[src/rtl/fetch_pc_gen_pkg.sv]
// Shared frontend definitions: exception causes, fetch FSM encoding and
// fetch-group geometry helpers used by the PC generator, predictor and fetch buffer.
package fetch_pc_gen_pkg;

    // Exception cause codes carried alongside fetch requests
    localparam logic [6:0] EXCEPTION_NOP  = 7'h00;
    localparam logic [6:0] EXCEPTION_ADEF = 7'h08;

    // Fetch FSM encoding
    typedef enum logic [1:0] {
        ST_BOOT = 2'd0,
        ST_RUN  = 2'd1,
        ST_HALT = 2'd2
    } fetch_state_e;

    // Default group geometry (FETCH_WIDTH = 2)
    localparam int unsigned FETCH_WIDTH_DEF = 2;

    // Bytes per fetch group
    function automatic int unsigned fetch_gb(input int unsigned fw);
        return 4 * fw;
    endfunction

    // Width of the slot index inside a group (at least 1 bit so it can be declared)
    function automatic int unsigned fetch_slot_w(input int unsigned fw);
        return (fw > 1) ? $clog2(fw) : 1;
    endfunction

    localparam int unsigned GB_DEF     = fetch_gb(FETCH_WIDTH_DEF);
    localparam int unsigned SLOT_W_DEF = fetch_slot_w(FETCH_WIDTH_DEF);

endpackage

[src/rtl/fetch_pc_gen.sv]
// Fetch PC generator: presents one fetch group per handshake, follows predictor
// and backend redirects, steps single instructions for uncached fetch, and halts
// after a misaligned fetch until the backend redirects.
module fetch_pc_gen
    import fetch_pc_gen_pkg::*;
#(
    parameter logic [31:0] RESET_PC    = 32'h1c000000,
    parameter int          FETCH_WIDTH = 2
) (
    input  logic                   clk,
    input  logic                   rst_n,
    input  logic                   flush,
    input  logic [31:0]            flush_pc,
    input  logic                   pause,
    input  logic                   uncache,
    input  logic                   pred_taken,
    input  logic [31:0]            pred_pc,
    output logic                   ireq_valid,
    input  logic                   ireq_ready,
    output logic [31:0]            ireq_pc,
    output logic [FETCH_WIDTH-1:0] ireq_mask,
    output logic                   pc_excp,
    output logic [6:0]             pc_excp_cause
);

    localparam logic [31:0] GB_L = 32'(fetch_gb(FETCH_WIDTH));

    fetch_state_e state_q, state_d;
    logic [31:0]  pc_q, pc_d;
    logic         misaligned, hs;

    // Slot valid mask: nothing for a misaligned pc, one slot when uncached,
    // otherwise the starting slot through the end of the group.
    function automatic logic [FETCH_WIDTH-1:0] gen_mask(input logic [31:0] pc, input logic unc);
        logic [FETCH_WIDTH-1:0] m;
        logic [31:0]            s;
        m = '0;
        s = (pc & (GB_L - 32'd1)) >> 2;
        if (pc[1:0] == 2'b00) begin
            for (int i = 0; i < FETCH_WIDTH; i++) begin
                if (unc ? (32'(i) == s) : (32'(i) >= s)) m[i] = 1'b1;
            end
        end
        return m;
    endfunction

    assign misaligned    = pc_q[1:0] != 2'b00;
    assign ireq_valid    = (state_q == ST_RUN) && !pause && !flush;
    assign hs            = ireq_valid && ireq_ready;
    assign ireq_pc       = pc_q;
    assign ireq_mask     = gen_mask(pc_q, uncache);
    assign pc_excp       = misaligned && (state_q == ST_RUN);
    assign pc_excp_cause = pc_excp ? EXCEPTION_ADEF : EXCEPTION_NOP;

    // Next pc / state: redirect first, then halt on bad address, then sequencing
    always_comb begin
        state_d = state_q;
        pc_d    = pc_q;
        if (flush) begin
            pc_d    = flush_pc;
            state_d = ST_RUN;
        end else begin
            case (state_q)
                ST_BOOT: state_d = ST_RUN;
                ST_RUN: begin
                    if (hs) begin
                        if (misaligned)      state_d = ST_HALT;
                        else if (pred_taken) pc_d = pred_pc;
                        else if (uncache)    pc_d = pc_q + 32'd4;
                        else                 pc_d = (pc_q & ~(GB_L - 32'd1)) + GB_L;
                    end
                end
                ST_HALT: state_d = ST_HALT;
                default: state_d = ST_BOOT;
            endcase
        end
    end

    // State and pc registers
    always_ff @(posedge clk or negedge rst_n) begin
        if (!rst_n) begin
            state_q <= ST_BOOT;
            pc_q    <= RESET_PC;
        end else begin
            state_q <= state_d;
            pc_q    <= pc_d;
        end
    end

endmodule

[config.mk]
export PLATFORM = sky130hd
export DESIGN_NAME = fetch_pc_gen
export DESIGN_NICKNAME = d
export VERILOG_FILES = /design/src/rtl/fetch_pc_gen_pkg.sv /design/src/rtl/fetch_pc_gen.sv
export SDC_FILE = /design/constraint.sdc
export NUM_CORES = 1
export LEC_CHECK = 0
export ABC_AREA = 1
export CORE_MARGIN = 8
export CORE_UTILIZATION = 48
export CTS_CLUSTER_SIZE = 8
export DETAILED_ROUTE_END_ITERATION = 16
export GPL_ROUTABILITY_DRIVEN = 0
export PLACE_DENSITY = 0.9
export SLEW_MARGIN = 10
export SYNTH_ARGS = -nofsm -noshare
export SYNTH_HDL_FRONTEND = slang
export SYNTH_SLANG_ARGS = --single-unit
[constraint.sdc]
create_clock -name clk -period 2.56 [get_ports clk]
set_clock_uncertainty 0.15 [all_clocks]
set_input_delay 0.384 -clock clk [delete_from_list [all_inputs] [get_ports clk]]
set_output_delay 0.384 -clock clk [all_outputs]
set_load 0.02 [all_outputs]
==> impl_metrics.env, run 1 <==
export IMPL_port_buffers=107
export IMPL_antenna_found_initial=0
export IMPL_maxSlewViolCount=0
export IMPL_htree_levels=2
export IMPL_ys_flop_type="dfrtp_1"
export IMPL_power_frac_seq_pct=32.2
export IMPL_hold_viol=0
export IMPL_core_region_area_um2=5890
export IMPL_synth_cell_types=44
export IMPL_num_vias=3466
export IMPL_layout_drive_gt1_share_pct=8.69
export IMPL_critical_path_top_delay_family="buffers and inverters"
export IMPL_endpoint_kind="output port"
export IMPL_crit_chain="clkdlybuf4s50_1 -> inv_2 -> nor2_4 -> nor2_1 -> clkdlybuf4s50_1"
export IMPL_setup_tns_ns=0
export IMPL_via_per_inst=5.42
export IMPL_diodes=0
export IMPL_cts_setup_buffers=0
export IMPL_rows=28
export IMPL_hold_class="primary input to async pin"
export IMPL_post_synth_top_count_cell="nand2_1"
export IMPL_ir_worst_vdd_uv=491
export IMPL_synth_seq_area_share_pct=29.6
export IMPL_synth_common_cells="nand2_1, nor2_1, inv_1"
export IMPL_tightest_slew_ns=0.634
export IMPL_crit_buf_inv=3
export IMPL_ys_seq_elements=34
export IMPL_cp_max_fo=5
export IMPL_min_period_ns=2.36
export IMPL_yosys_area_top_type="dfrtp_1"
export IMPL_synthCells=455
export IMPL_cpPeakStageDelay_ns=0.57
export IMPL_slew_limit_headroom_pct=57.2
export IMPL_clkTransAtPathRegs_ns=0.07
export IMPL_synthArstFlopShare_pct=100
export IMPL_die_h_um=93.6
export IMPL_ioPinCount=114
export IMPL_rrSetupSlack_ns=0.57
export IMPL_final_core_util_pct=70.0
export IMPL_synth_warnings=0
export IMPL_rr_worst_depth=9
export IMPL_cts_resized=0
export IMPL_clkPwrFrac_pct=12.2
export IMPL_ant_nets=0
export IMPL_switching_power_mw=1.60
export IMPL_wl_mm=9.93
export IMPL_p_sw_share_pct=47.0
export IMPL_finalCritPeriodShare_pct=92.2
export IMPL_first_pass_iters=6
export IMPL_cp_arrival_ns=1.83
export IMPL_cts_sinks=34
export IMPL_synth_edf_count=0
export IMPL_setup_violations_final=0
export IMPL_fin_area_um2=4120
export IMPL_crit_cells=5
export IMPL_fin_nets=638
export IMPL_grt_usage_pct=22.3
export IMPL_max_freq_mhz=424
export IMPL_clock_path_buffers=2
export IMPL_worstSetupPathType="primary input to output port"
export IMPL_area_growth_pct=42.6
export IMPL_intPower_mw=1.81
export IMPL_die_area_um2=8760
export IMPL_startpoint_type="primary input"
export IMPL_clk_latency_ns=0.29
export IMPL_cts_root_buf="clkbuf_8"
export IMPL_netlist_area_leader_share_pct=26.9
export IMPL_overflow=0
export IMPL_p_per_area_nw_per_um2=827
export IMPL_initial_core_util_pct=49.1
export IMPL_placement_cell_area_um2=4030
export IMPL_syn_area_um2=2890
export IMPL_chipWidth_um=93.6
export IMPL_combPwrFrac_pct=55.6
export IMPL_cts_buffers=5
export IMPL_synthTopCellsByArea="dfrtp_1, nand2_1, nor2_1"
export IMPL_cp_required_ns=2.03
export IMPL_grt_pass1_vias=3383
export IMPL_slowest_stage="clkdlybuf4s50_1"
export IMPL_rsz0062_at_grt="no"
export IMPL_cpMostUsedCell="clkdlybuf4s50_1"
export IMPL_grt_max_degree=35
export IMPL_maxCapViolCount=0
export IMPL_hold_buffers=0
export IMPL_status="completed"
export IMPL_p_leak_nw=1.85
export IMPL_wl_per_cell_um=15.5
export IMPL_grt_pass1_wl_mm=15.8
export IMPL_drt_iter0_drc=297
export IMPL_cts_tree="built"
export IMPL_avgSynthCellArea_um2=6.35
export IMPL_route_detailed_drc=0
export IMPL_dpl_hpwl_mm=7.80
## metal layers
metal,vias to the layer above,track usage [%],share of wire (%)
met1,1585,26.4,41
met4,0,9.11,2.6
met2,177,37.6,47
met3,23,5.45,9.3
li1,1681,-,-
met5,-,0,0
## placed cells by master, fill, tap and decap left out, types with 2 or more instances in the layout
cell type,n
a21oi_1,23
a221oi_1,2
a22o_1,2
a22oi_1,2
buf_4,11
clkbuf_8,6
clkdlybuf4s50_1,107
conb_1,6
dfrtp_1,31
dfstp_2,3
ha_1,4
inv_1,44
inv_2,5
mux2i_1,2
nand2_1,133
nand2_2,3
nand3_1,27
nand4_1,5
nor2_1,65
nor2_2,6
nor2_4,5
nor3_1,4
nor3_2,2
o21ai_0,15
o21ai_1,9
o221ai_1,3
o22ai_1,17
o31ai_1,2
or2_2,3
## path summary, 6_finish.rpt
path / to / start
max: ireq_mask[1] / uncache
min: ireq_pc[3] / rst_n
max reg2reg: ireq_pc[6] / state_q[1]
min reg2reg: ireq_pc[26] / ireq_pc[26]
max in group asynchronous: ireq_pc[26] / rst_n
min in group clk: ireq_pc[26] / ireq_pc[26]
## sequential cells by signal, summed over array words and instances (netlist names)
register  count
ireq_pc      32
state_q       2
## logic make-up (layout without fill, tap and decap cells)
group / Yosys count / after routing / synth area share (%)
AOI/OAI and AO/OA: 81 / 81 / 16.6
xor gates and xnor gates: 2 / 2 / 0.606
adders and majority gates: 4 / 4 / 1.73
buffers and inverters: 72 / 176 / 10.9
DFF: 34 / 34 / 29.6
muxes: 2 / 2 / 0.693
other: 1 / 6 / 0.130
and+or+nand+nor: 259 / 259 / 39.8
## through the flow
step                instances  total power, mW  hold WS, ns  setup WS, ns
floorplan                 460             2.13      -0.0616         0.799
global placement          631             2.92        0.337         0.209
detailed placement        631             2.99        0.342         0.192
CTS                       639             3.41        0.352         0.190
global route              639             3.64        0.372         0.121
finish                    639             3.41        0.351         0.200
## layout make-up
type / instances / area, µm²
clock buffer: 7 / 86.3
clock inverter: 1 / 5.00
fill: 490 / 1770
inverter: 50 / 188
multi-input combinational: 354 / 1740
sequential: 34 / 855
tap: 75 / 93.8
timing repair buffer: 118 / 1150
## power by group through the flow
stage	clock network, mW	logic, mW	registers (mW)
after global routing	0.447	2.06	1.13
after detailed placement	0	1.89	1.09
after floorplan	0	0.875	1.26
final	0.416	1.89	1.10
after CTS	0.422	1.90	1.08
after global placement	0	1.84	1.08
Power figures use the tool's default switching activity.
==> run 2: changes to the inputs <==
==> constraint.sdc (replaced) <==
create_clock -name clk -period 2.56 [get_ports clk]
set_clock_uncertainty 0.15 [all_clocks]
set_input_delay 0.384 -clock clk [delete_from_list [all_inputs] [get_ports clk]]
set_output_delay 0.384 -clock clk [all_outputs]
set_load 0.05 [all_outputs]
==> impl_metrics.env, run 2 (synthesis results as in run 1) <==
export IMPL_port_buffers=107
export IMPL_cts_setup_buffers=0
export IMPL_hp_start="ireq_pc[26]"
export IMPL_mostFrequentLayoutCell="nand2_1"
export IMPL_rrSetupSlack_ns=0.32
export IMPL_regArea_um2=855
export IMPL_area_growth_pct=43.8
export IMPL_rr_worst_depth=9
export IMPL_clkTransAtPathRegs_ns=0.07
export IMPL_maxCapViolCount=0
export IMPL_finalCritPeriodShare_pct=94.6
export IMPL_diodes=0
export IMPL_final_cell_mix="nand2_1, clkdlybuf4s50_1, nor2_1, inv_1, dfrtp_1"
export IMPL_power_mw=4.02
export IMPL_dpl_hpwl_mm=7.89
export IMPL_clock_path_buffers=2
export IMPL_die_area_um2=8760
export IMPL_rsz0062_at_grt="no"
export IMPL_cpPeakStageDelay_ns=0.81
export IMPL_tightest_slew_ns=0.737
export IMPL_ant_nets=0
export IMPL_gr_usage_met3_pct=5.93
export IMPL_switching_power_mw=2.19
export IMPL_intPower_mw=1.83
export IMPL_multiInputGateArea_um2=1740
export IMPL_slowest_stage="clkdlybuf4s50_1"
export IMPL_cts_buffers=5
export IMPL_cts_root_buf="clkbuf_8"
export IMPL_layout_drive_gt1_share_pct=8.87
export IMPL_startpoint_type="flip-flop"
export IMPL_antenna_found_initial=0
export IMPL_crit_chain="nor2_1 -> inv_1 -> nor2_1 -> clkdlybuf4s50_1"
export IMPL_hold_path_cell_count=2
export IMPL_route_detailed_drc=0
export IMPL_r2r_start="state_q[1]"
export IMPL_grt_pass1_wl_mm=16.4
export IMPL_overflow=0
export IMPL_cpMostUsedCell="nor2_1"
export IMPL_chipWidth_um=93.6
export IMPL_busiest_layer="met2"
export IMPL_wl_per_cell_um=16.0
export IMPL_ioPinCount=114
export IMPL_first_pass_iters=5
export IMPL_slew_limit_headroom_pct=50.2
export IMPL_via_per_inst=5.51
export IMPL_worstSetupPathType="flip-flop to output port"
export IMPL_stdcell_count=639
export IMPL_status="completed"
export IMPL_htree_levels=2
export IMPL_cp_required_ns=2.03
export IMPL_fillCellCount=494
export IMPL_cp_max_fo=3
export IMPL_dp_cells=631
export IMPL_clkPwrFrac_pct=10.6
export IMPL_cp_arrival_ns=1.89
export IMPL_drt_iter0_drc=360
export IMPL_setup_tns_ns=0
export IMPL_p_per_area_nw_per_um2=967
export IMPL_largest_reg_flops=32
export IMPL_ir_worst_vdd_uv=528
export IMPL_hold_viol=0
export IMPL_hold_end="ireq_pc[26]"
export IMPL_wl_mm=10.2
export IMPL_met1_usage_pct=27.6
export IMPL_setup_violations_final=0
export IMPL_cts_sinks=34
export IMPL_grt_usage_pct=23.1
export IMPL_max_freq_mhz=413
export IMPL_clk_latency_ns=0.30
export IMPL_power_frac_seq_pct=27.6
export IMPL_maxSlewViolCount=0
export IMPL_die_h_um=93.6
export IMPL_combPwrFrac_pct=61.8
export IMPL_fin_hold_ws_ns=0.350
export IMPL_grt_pass1_vias=3421
export IMPL_hold_class="flip-flop to flip-flop"
export IMPL_core_region_area_um2=5890
export IMPL_min_period_ns=2.42
export IMPL_p_leak_nw=1.89
export IMPL_endpoint_kind="output port"
export IMPL_r2r_end="ireq_pc[6]"
export IMPL_p_sw_share_pct=54.5
export IMPL_grt_max_degree=35
export IMPL_met2_usage_pct=39.7
export IMPL_initial_core_util_pct=49.1
export IMPL_fin_nets=638
export IMPL_num_vias=3521
export IMPL_cts_tree="built"
export IMPL_final_core_util_pct=70.6
export IMPL_rows=28
## run 2: changes by cell type in the layout (fill, tap and decap cells not counted)
cell	before	now
dlymetal6s2s_1	0	2
buf_12	0	3
clkbuf_1	1	2
clkinv_2	1	0
clkdlybuf4s50_1	107	103
buf_4	11	10
## run 2: how the worst max path moves through the flow
stage          slack (ns)  startpoint               end
2_1_floorplan        0.24  ireq_pc[1]  pc_excp_cause[3]
3_3_place_gp         0.29       pause        ireq_pc[6]
3_5_place_dp         0.16       pause        ireq_pc[6]
4_1_cts              0.03  state_q[1]  pc_excp_cause[3]
5_1_grt              0.11  ireq_pc[1]      ireq_mask[0]
6_report             0.14  ireq_pc[1]      ireq_mask[0]
## run 2: final cells by class
| class | count | share of cell area [%] |
|---|---|---|
| clock buffer | 8 | 2.17 |
| inverter | 50 | 4.52 |
| multi-input combinational | 354 | 41.8 |
| sequential | 34 | 20.6 |
| tap | 75 | 2.26 |
| timing repair buffer | 118 | 28.7 |
## run 2: critical path, delay by kind of cell (launching register included)
kind / cells / cell delay (ns)
buffers and inverters: 2 / 0.92
and+or+nand+nor: 2 / 0.28
DFF: 1 / 0.39
## run 2: stage by stage
step           setup slack [ns]  area (µm²)
4_1_cts                  0.0344        4150
5_1_grt                   0.106        4160
6_report                  0.139        4160
2_1_floorplan             0.235        2910
3_3_place_gp              0.290        4060
3_5_place_dp              0.163        4060
## run 2: routing by layer
metal	vias up	part of all wire, %
li1	1686	-
met1	1595	39
met2	210	48
met3	30	10
met4	0	2.2
met5	-	0
## run 2: power by group through the flow
stage | logic, mW | registers, mW | clock network (mW)
finish | 2.48 | 1.11 | 0.424
global route | 2.65 | 1.13 | 0.455
CTS | 2.49 | 1.09 | 0.427
detailed placement | 2.48 | 1.10 | 0
global placement | 2.41 | 1.08 | 0
floorplan | 0.967 | 1.72 | 0
## run 2: timing repair
item                                    4_1_cts  5_1_grt
endpoints found under the setup margin        0        2
gates resized for setup                       0        2
hold endpoints to repair                      0        0
hold buffers                                  0        0
